## src/rtl/adder_rr_arbiter.sv

```systemverilog
// Round-robin front end that shares one in-order, fixed-latency adder between NUM_REQ requesters.
// Each issued operation is tagged with its requester index, and each returning sum is steered back to that requester.
module adder_rr_arbiter #(
  parameter int NUM_REQ         = 4,
  parameter int DATAW           = 8,
  parameter int MAX_OUTSTANDING = 4,
  localparam int IDW            = (NUM_REQ > 1) ? $clog2(NUM_REQ) : 1,
  localparam int CNTW           = $clog2(MAX_OUTSTANDING + 1)
) (
  input  logic                     clk_i,
  input  logic                     rst_i,
  input  logic [NUM_REQ-1:0]       req_valid_i,
  output logic [NUM_REQ-1:0]       req_ready_o,
  input  logic [NUM_REQ*DATAW-1:0] req_dataa_i,
  input  logic [NUM_REQ*DATAW-1:0] req_datab_i,
  output logic [NUM_REQ-1:0]       rsp_valid_o,
  input  logic [NUM_REQ-1:0]       rsp_ready_i,
  output logic [DATAW-1:0]         rsp_sum_o,
  output logic                     add_valid_o,
  output logic [DATAW-1:0]         add_dataa_o,
  output logic [DATAW-1:0]         add_datab_o,
  input  logic                     add_ready_i,
  input  logic                     add_valid_i,
  input  logic [DATAW-1:0]         add_sum_i,
  output logic                     add_ready_o,
  output logic [CNTW-1:0]          outstanding_o,
  output logic                     err_o
);

  localparam int PW = (MAX_OUTSTANDING > 1) ? $clog2(MAX_OUTSTANDING) : 1;
  localparam logic [IDW-1:0]  LAST_REQ  = IDW'(NUM_REQ - 1);
  localparam logic [PW-1:0]   LAST_SLOT = PW'(MAX_OUTSTANDING - 1);
  localparam logic [CNTW-1:0] FULL_CNT  = CNTW'(MAX_OUTSTANDING);

  logic [IDW-1:0]  ptr_r;
  logic [IDW-1:0]  fifo_r [MAX_OUTSTANDING];
  logic [PW-1:0]   wr_ptr_r;
  logic [PW-1:0]   rd_ptr_r;
  logic [CNTW-1:0] count_r;
  logic            err_r;

  logic [IDW-1:0]  grant_s;
  logic [IDW-1:0]  head_s;
  logic            full_s;
  logic            empty_s;
  logic            any_valid_s;
  logic            push_s;
  logic            pop_s;

  // First valid requester at or after start, searching circularly; start itself when none is valid.
  function automatic logic [IDW-1:0] rr_pick(input logic [NUM_REQ-1:0] valid,
                                             input logic [IDW-1:0]     start);
    logic [IDW-1:0] pick;
    int             idx;
    pick = start;
    for (int k = NUM_REQ - 1; k >= 0; k--) begin
      idx  = (int'(start) + k) % NUM_REQ;
      pick = valid[idx] ? IDW'(idx) : pick;
    end
    return pick;
  endfunction

  function automatic logic [IDW-1:0] next_req(input logic [IDW-1:0] r);
    return (r == LAST_REQ) ? {IDW{1'b0}} : r + IDW'(1);
  endfunction

  function automatic logic [PW-1:0] next_slot(input logic [PW-1:0] s);
    return (s == LAST_SLOT) ? {PW{1'b0}} : s + PW'(1);
  endfunction

  assign full_s        = (count_r == FULL_CNT);
  assign empty_s       = (count_r == {CNTW{1'b0}});
  assign any_valid_s   = |req_valid_i;
  assign head_s        = fifo_r[rd_ptr_r];
  assign push_s        = add_valid_o && add_ready_i;
  assign pop_s         = add_valid_i && add_ready_o;
  assign rsp_sum_o     = add_sum_i;
  assign outstanding_o = count_r;
  assign err_o         = err_r;

  // Combinational grant from the round-robin pointer.
  always_comb begin
    grant_s = rr_pick(req_valid_i, ptr_r);
  end

  // Handshake steering on both adder sides; every valid/ready is held low during reset.
  always_comb begin
    add_valid_o = 1'b0;
    add_ready_o = 1'b0;
    req_ready_o = {NUM_REQ{1'b0}};
    rsp_valid_o = {NUM_REQ{1'b0}};
    add_dataa_o = req_dataa_i[int'(grant_s)*DATAW +: DATAW];
    add_datab_o = req_datab_i[int'(grant_s)*DATAW +: DATAW];
    if (!rst_i) begin
      add_valid_o          = any_valid_s && !full_s;
      req_ready_o[grant_s] = add_ready_i && !full_s;
      rsp_valid_o[head_s]  = add_valid_i && !empty_s;
      add_ready_o          = rsp_ready_i[head_s] && !empty_s;
    end else begin
      add_valid_o = 1'b0;
      add_ready_o = 1'b0;
    end
  end

  // Round-robin pointer, ID FIFO pointers/occupancy and sticky error.
  always_ff @(posedge clk_i) begin
    if (rst_i) begin
      ptr_r    <= {IDW{1'b0}};
      wr_ptr_r <= {PW{1'b0}};
      rd_ptr_r <= {PW{1'b0}};
      count_r  <= {CNTW{1'b0}};
      err_r    <= 1'b0;
    end else begin
      if (push_s) begin
        wr_ptr_r <= next_slot(wr_ptr_r);
        ptr_r    <= next_req(grant_s);
      end
      if (pop_s) begin
        rd_ptr_r <= next_slot(rd_ptr_r);
      end
      case ({push_s, pop_s})
        2'b10:   count_r <= count_r + CNTW'(1);
        2'b01:   count_r <= count_r - CNTW'(1);
        default: count_r <= count_r;
      endcase
      if (add_valid_i && empty_s) begin
        err_r <= 1'b1;
      end
    end
  end

  // ID storage; entries are only read while counted as occupied, so no reset is needed.
  always_ff @(posedge clk_i) begin
    if (push_s) begin
      fifo_r[wr_ptr_r] <= grant_s;
    end
  end

endmodule

```

## config.mk

```make
export PLATFORM = sky130hd
export DESIGN_NAME = adder_rr_arbiter
export DESIGN_NICKNAME = d
export VERILOG_FILES = /design/src/rtl/adder_rr_arbiter.sv
export SDC_FILE = /design/constraint.sdc
export NUM_CORES = 1
export LEC_CHECK = 0
export CAP_MARGIN = 5
export CORE_AREA = 8 8 79 81
export CTS_CLUSTER_DIAMETER = 200
export DETAILED_ROUTE_END_ITERATION = 12
export DIE_AREA = 0 0 87 89
export HOLD_SLACK_MARGIN = 0.15
export PLACE_DENSITY = 0.8
export SLEW_MARGIN = 20
export SYNTH_ARGS = -nofsm -noshare
export SYNTH_HDL_FRONTEND = slang
export SYNTH_SLANG_ARGS = --single-unit
```

## constraint.sdc

```tcl
create_clock -name clk_i -period 3.1 [get_ports clk_i]
set_input_delay 0.62 -clock clk_i [delete_from_list [all_inputs] [get_ports clk_i]]
set_output_delay 0.62 -clock clk_i [all_outputs]
set_load 0.02 [all_outputs]
```

* Yosys cells after proc, flatten, opt, wreduce, memory -nomap -nowiden
Memories as Yosys holds them, arrays and structs flattened. A register that Yosys moved wholly into a read port is not among the register bits.
Index checks and enable logic that the tools add are counted.
** Word-level totals
- Flip-flop bits (word level) :: 10
- Memory bits (writable) :: 8
- Bits of input ports :: 84
- Output and inout bits :: 38
- Word-level logic and storage cells :: 85
- Memories :: 1
** Cells by class
- Add/sub/neg operators :: 8
- Magnitude comparators :: 8
- Equal/unequal tests :: 6
- Shift-type cells :: 2
- Muxes and demuxes :: 33
- Bitwise operators :: 5
- Reduce and logical (&&, ||, !) cells :: 17
** Memories
- fifo_r :: words 4, bits a word 2, rd ports 1, clocked after Yosys merged registers in 1, wr ports 1, line 36 : logic [IDW-1:0] fifo_r [MAX_OUTSTANDING];
** Operators by type and width (number)
- indexed part select 32 x 6 -> 8 bit :: 2
- two-way mux 2 bit :: 9
- two-way mux 1 bit :: 14
- < comparator 3 x 4 -> 1 bit (second input constant) :: 3
- binary-select mux 1 bit (select 2 bit) :: 5
- logical AND 1 bit :: 9
- < comparator 2 x 3 -> 1 bit (second input constant) :: 3
- adder 2 x 1 -> 2 bit (second input constant) :: 4
- AND 4 bit :: 2
- equality test 2 bit (second input constant) :: 4
- two-way mux 4 bit :: 2
- case mux 3 bit (2 select lines) :: 1
- OR reduction 2 bit :: 3
- adder 2 bit (second input constant) :: 2
- demux 1 bit (select 2 bit) :: 2
- greater-or-equal comparator 2 x 1 -> 1 bit (second input constant) :: 2
- OR reduction 4 bit :: 1
- adder 3 x 1 -> 3 bit (second input constant) :: 1
- AND 1 bit (first input constant) :: 3
- equality test 3 bit (second input constant) :: 1
- logical NOT 3 bit :: 1
- subtractor 3 x 1 -> 3 bit (second input constant) :: 1
- equality test 2 x 1 -> 1 bit (second input constant) :: 1
- logical NOT 1 bit :: 2
- nonzero test 2 bit :: 1

* Depth between registers and ports, before layout
Gate-level depths: netlist (run 1).
- Depth in word-level cells :: 16
- Gate-level depth with buffers :: 11
- Gate-level depth less buffers :: 10

* Worst setup path before layout (run 1)
No wires, ideal clock.
- Kind :: register -> output
- From :: reg with a tool-made name
- To :: out add_ready_o
- Data arrival time :: 2.476 ns
- Required time :: 2.480 ns
- Slack :: 0.004 ns
- Stages on the path, launching flop included :: 5
- Buffers on the path :: 0
- Path through :: dfxtp_1 -> mux4_1 -> mux2i_1 -> and2b_2 -> a2111oi_0
** RTL lines
- end: declaration :: line 25 : output logic add_ready_o,

==> run_results.csv, run 1 <==
group,metric,value,unit
run_status,outcome,"finished clean",
place,dp_hpwl,4.426,mm
yosys,synth_warnings,0,
yosys,synth_top_area_cell,"mux2i_1",
floorplanning,dieWidth,87,um
sta,slew_violations,0,
detailed_routing,dr_total_vias,1700,
cts,cts_hold_buffers,0,
sta,rsz0062_at_grt,"no",
cts,cts_tree,"done",
final_layout,drive_above_1_share,0.1847,
min_path,worstHoldPathType,"flop to flop",
yosys,synth-seq-cells,20,
pwr,p_sw_frac,0.3230,
cts,clk_latency,0.26,ns
detailed_routing,wl,5.262,mm
sta,tightestPinTransition,0.4431,ns
detailed_routing,avgViaCountPerCell,4.762,
yosys,async_reset_ff_frac,0,
floorplanning,core_area,4977,um^2
cts,numClockSinks,20,
final_layout,area_growth,72.01,%
yosys,synth_nets,268,
cts,cts_buffers,3,
pwr,leakagePower,1.226,nW
sta,hold_viol,0,
yosys,synthTopCellsByArea,"mux2i_1 32%, dfxtp_1 14%, edfxtp_1 14%",
place,routabilityCongestion,0.7832,
detailed_routing,drt_iter0_markers,70,
global_routing,grt_util_all_layers,0.1372,
yosys,yosys.area.top_type_share,0.3223,
worst_setup_path,worstPathCellList,"buf_4 -> mux4_2 -> or4b_4 -> o22ai_4 -> ha_2 -> inv_1 -> fa_1 -> xor2_1 -> or3_1 -> a21oi_1",
worst_setup_path,crit_path_start_kind,"flop",
yosys,syn_area,1708,um^2
worst_setup_path,cpPeakStageDelay,0.56,ns
yosys,ys_dominant_reg_cell,"dfxtp_1",
worst_setup_path,cp.arrival,3.15,ns
yosys,postSynthCellCount,173,
sta,setup_viol,0,
pwr,intPower,0.0006313,W
pwr,p_sw,0.0003011,W
global_routing,grt_pass1_wl,8.349,mm
yosys,synth_edf_count,8,
detailed_routing,firstDrtPassIters,4,
cts,cts_max_path_buffers,2,
yosys,synth_commonest_cells,"55 x mux2i_1, 17 x nor2_1, 15 x inv_1, 12 x dfxtp_1, 10 x ha_1",
sta,fin_crit,2.949,ns
final_layout,fin_util,0.5902,
pwr,clock_power_share,0.190,
global_routing,grt_overflow,0,
detailed_routing,drc,0,
yosys,yosysSeqAreaShare,0.2813,
floorplanning,die_h,89,um
floorplanning,initial_core_util,0.3431,
sta,slew_headroom,0.7024,
floorplanning,io_pins,122,
pwr,p_per_area,317.4,nW/um^2
final_layout,antenna-diode-count,0,
worst_setup_path,cp_slowest_cell,"or4b_4",
detailed_routing,ant_nets,0,
global_routing,grt_max_degree,15,
cts,cts_root_buf,"clkbuf_8",
yosys,avgSynthCellArea,9.872,um^2
floorplanning,dieArea,7743,um^2
global_routing,grt_pass1_vias,1828,
worst_setup_path,required,3.30,ns
floorplanning,rows,26,
detailed_routing,post_drt_wl_per_cell,14.74,um
worst_setup_path,endpoint_kind,"flop",
global_routing,antenna_found_initial,0,
final_layout,nFillCells,439,
cts,htree_levels,1,
yosys,yosysMostFrequentCell,"mux2i_1",
sta,fmax,0.3391,GHz
yosys,synth_cell_types,31,
cts,path_clk_slew,0.07,ns
worst_setup_path,path_buf_inv,2,
final_layout,final_area,2938,um^2
sta,finClkSkew,0.006823,ns
flow_run,cap_violations,0,
place,placed_area,2922,um^2
pwr,comb_power_share,0.491,
pwr,peakVddDrop,0.0001716,V
worst_setup_path,path_max_fanout,3,
final_layout,final_nets,383,
worst_setup_path,cp_top_family,"simple AND/OR/NAND/NOR gates",
place,port_buffers,105,
pwr,pwr-share-seq,0.319,
worst_setup_path,crit_type,"flop to flop",
sta,fin_crit_sh,0.9513,
[routing by layer]
layer | GRT usage | vias up | wire length (um) | share of wire
met4 | 0.06103 | 0 | 95 | 0.018
met3 | 0.07813 | 11 | 795 | 0.15
met2 | 0.2477 | 98 | 2563 | 0.49
met5 | 0 | - | 0 | 0
li1 | - | 831 | - | -
met1 | 0.1229 | 760 | 1807 | 0.34
[kinds of logic (layout without fill, tap and decap cells)]
family,after synthesis,after routing,synth area share
AND/OR/NAND/NOR,35,35,0.1136
adder cells (fa/ha/maj),11,11,0.08498
flip-flops,20,20,0.2813
XOR/XNOR,2,2,0.01026
multiplexers,57,57,0.3509
AO/OA/AOI/OAI,17,17,0.06813
buffers and inverters,31,145,0.09084
[registers in the layout, indices dropped and copies added, names as in the netlist, named ones only]
register,flops
fifo_r,8
err_o,1
ptr_r,2
wr_ptr_r,2
rd_ptr_r,2
outstanding_o,3
[final timing paths]
check | startpoint | endpoint | slack (ns) | cells after the start
max | flop | outstanding_o[2]$_SDFFE_PP0P_ | 0.15 | 10
min | err_o$_SDFFE_PP0P_ | err_o$_SDFFE_PP0P_ | 0.47 | 2
min reg2reg | err_o$_SDFFE_PP0P_ | err_o$_SDFFE_PP0P_ | 0.47 | 2
max reg2reg | flop | outstanding_o[2]$_SDFFE_PP0P_ | 0.15 | 10
[worst register-to-register path, delay by kind of cell, from the launching register on]
| kind | cells | cell delay [ns] |
|---|---|---|
| AO/OA/AOI/OAI | 2 | 0.28 |
| XOR/XNOR | 1 | 0.16 |
| adder cells (fa/ha/maj) | 2 | 0.58 |
| buffers and inverters | 2 | 0.16 |
| flip-flops | 1 | 0.34 |
| multiplexers | 1 | 0.51 |
| AND/OR/NAND/NOR | 2 | 0.86 |
[layout make-up]
class / count / area (um^2) / area share
well taps: 70 / 87.58 / 0.02981
repair buffers: 126 / 1169 / 0.3978
multi-input cells: 122 / 1099 / 0.3739
inverters: 15 / 56.30 / 0.01917
clock buffers: 4 / 45.04 / 0.01533
flip-flops and latches: 20 / 481.7 / 0.1640
[placed cells by master, fill, tap and decap left out, types with 2 or more instances in the layout]
master	n
inv_1	15
a21oi_1	6
ha_1	9
clkbuf_2	7
o22ai_1	4
buf_4	18
xor2_1	2
dfxtp_1	11
buf_12	3
buf_2	12
clkbuf_8	3
nor2_1	17
edfxtp_1	8
clkdlybuf4s50_1	78
and2_1	8
a211oi_1	2
or3_1	2
dlygate4sd2_1	6
mux2i_1	55
[per-stage QoR]
step / cells / setup WS [ns] / hold WS, ns / total power [W] / TNS [ns]
final: 357 / 0.1509 / 0.4695 / 0.0009324 / 0
after global routing: 357 / 0.02039 / 0.5226 / 0.0009883 / 0
after CTS: 356 / 0.003251 / 0.4747 / 0.0009532 / 0
after detailed placement: 350 / -0.4247 / 0.4563 / 0.0007830 / -7.834
after global placement: 350 / -0.3784 / 0.4521 / 0.0007760 / -7.045
after floorplan: 173 / 0.004078 / 0.4449 / 0.0005440 / 0
[what timing repair did]
item | CTS | global route
gates resized for setup | 59 | 28
setup buffers | 1 | 1
pin swaps | 1 | 2
setup endpoints to repair | 23 | 22
cloned | 1 | 0
[power groups by stage]
stage / Sequential, W / Clock, W / Combinational [W]
after global placement: 0.000303 / 0 / 0.000474
after detailed placement: 0.000303 / 0 / 0.000480
after global routing: 0.000299 / 0.000193 / 0.000496
after floorplan: 0.000306 / 0 / 0.000238
after CTS: 0.000297 / 0.000183 / 0.000473
final: 0.000297 / 0.000177 / 0.000458
Note: power is estimated with default switching activity, not from simulation.
==> run 2: changes to the inputs <==
Settings changed: ABC_CLOCK_PERIOD_IN_PS set to 3100.
==> results of run 2 <==
Final layout, timing and power as in run 1 (identical DEF).
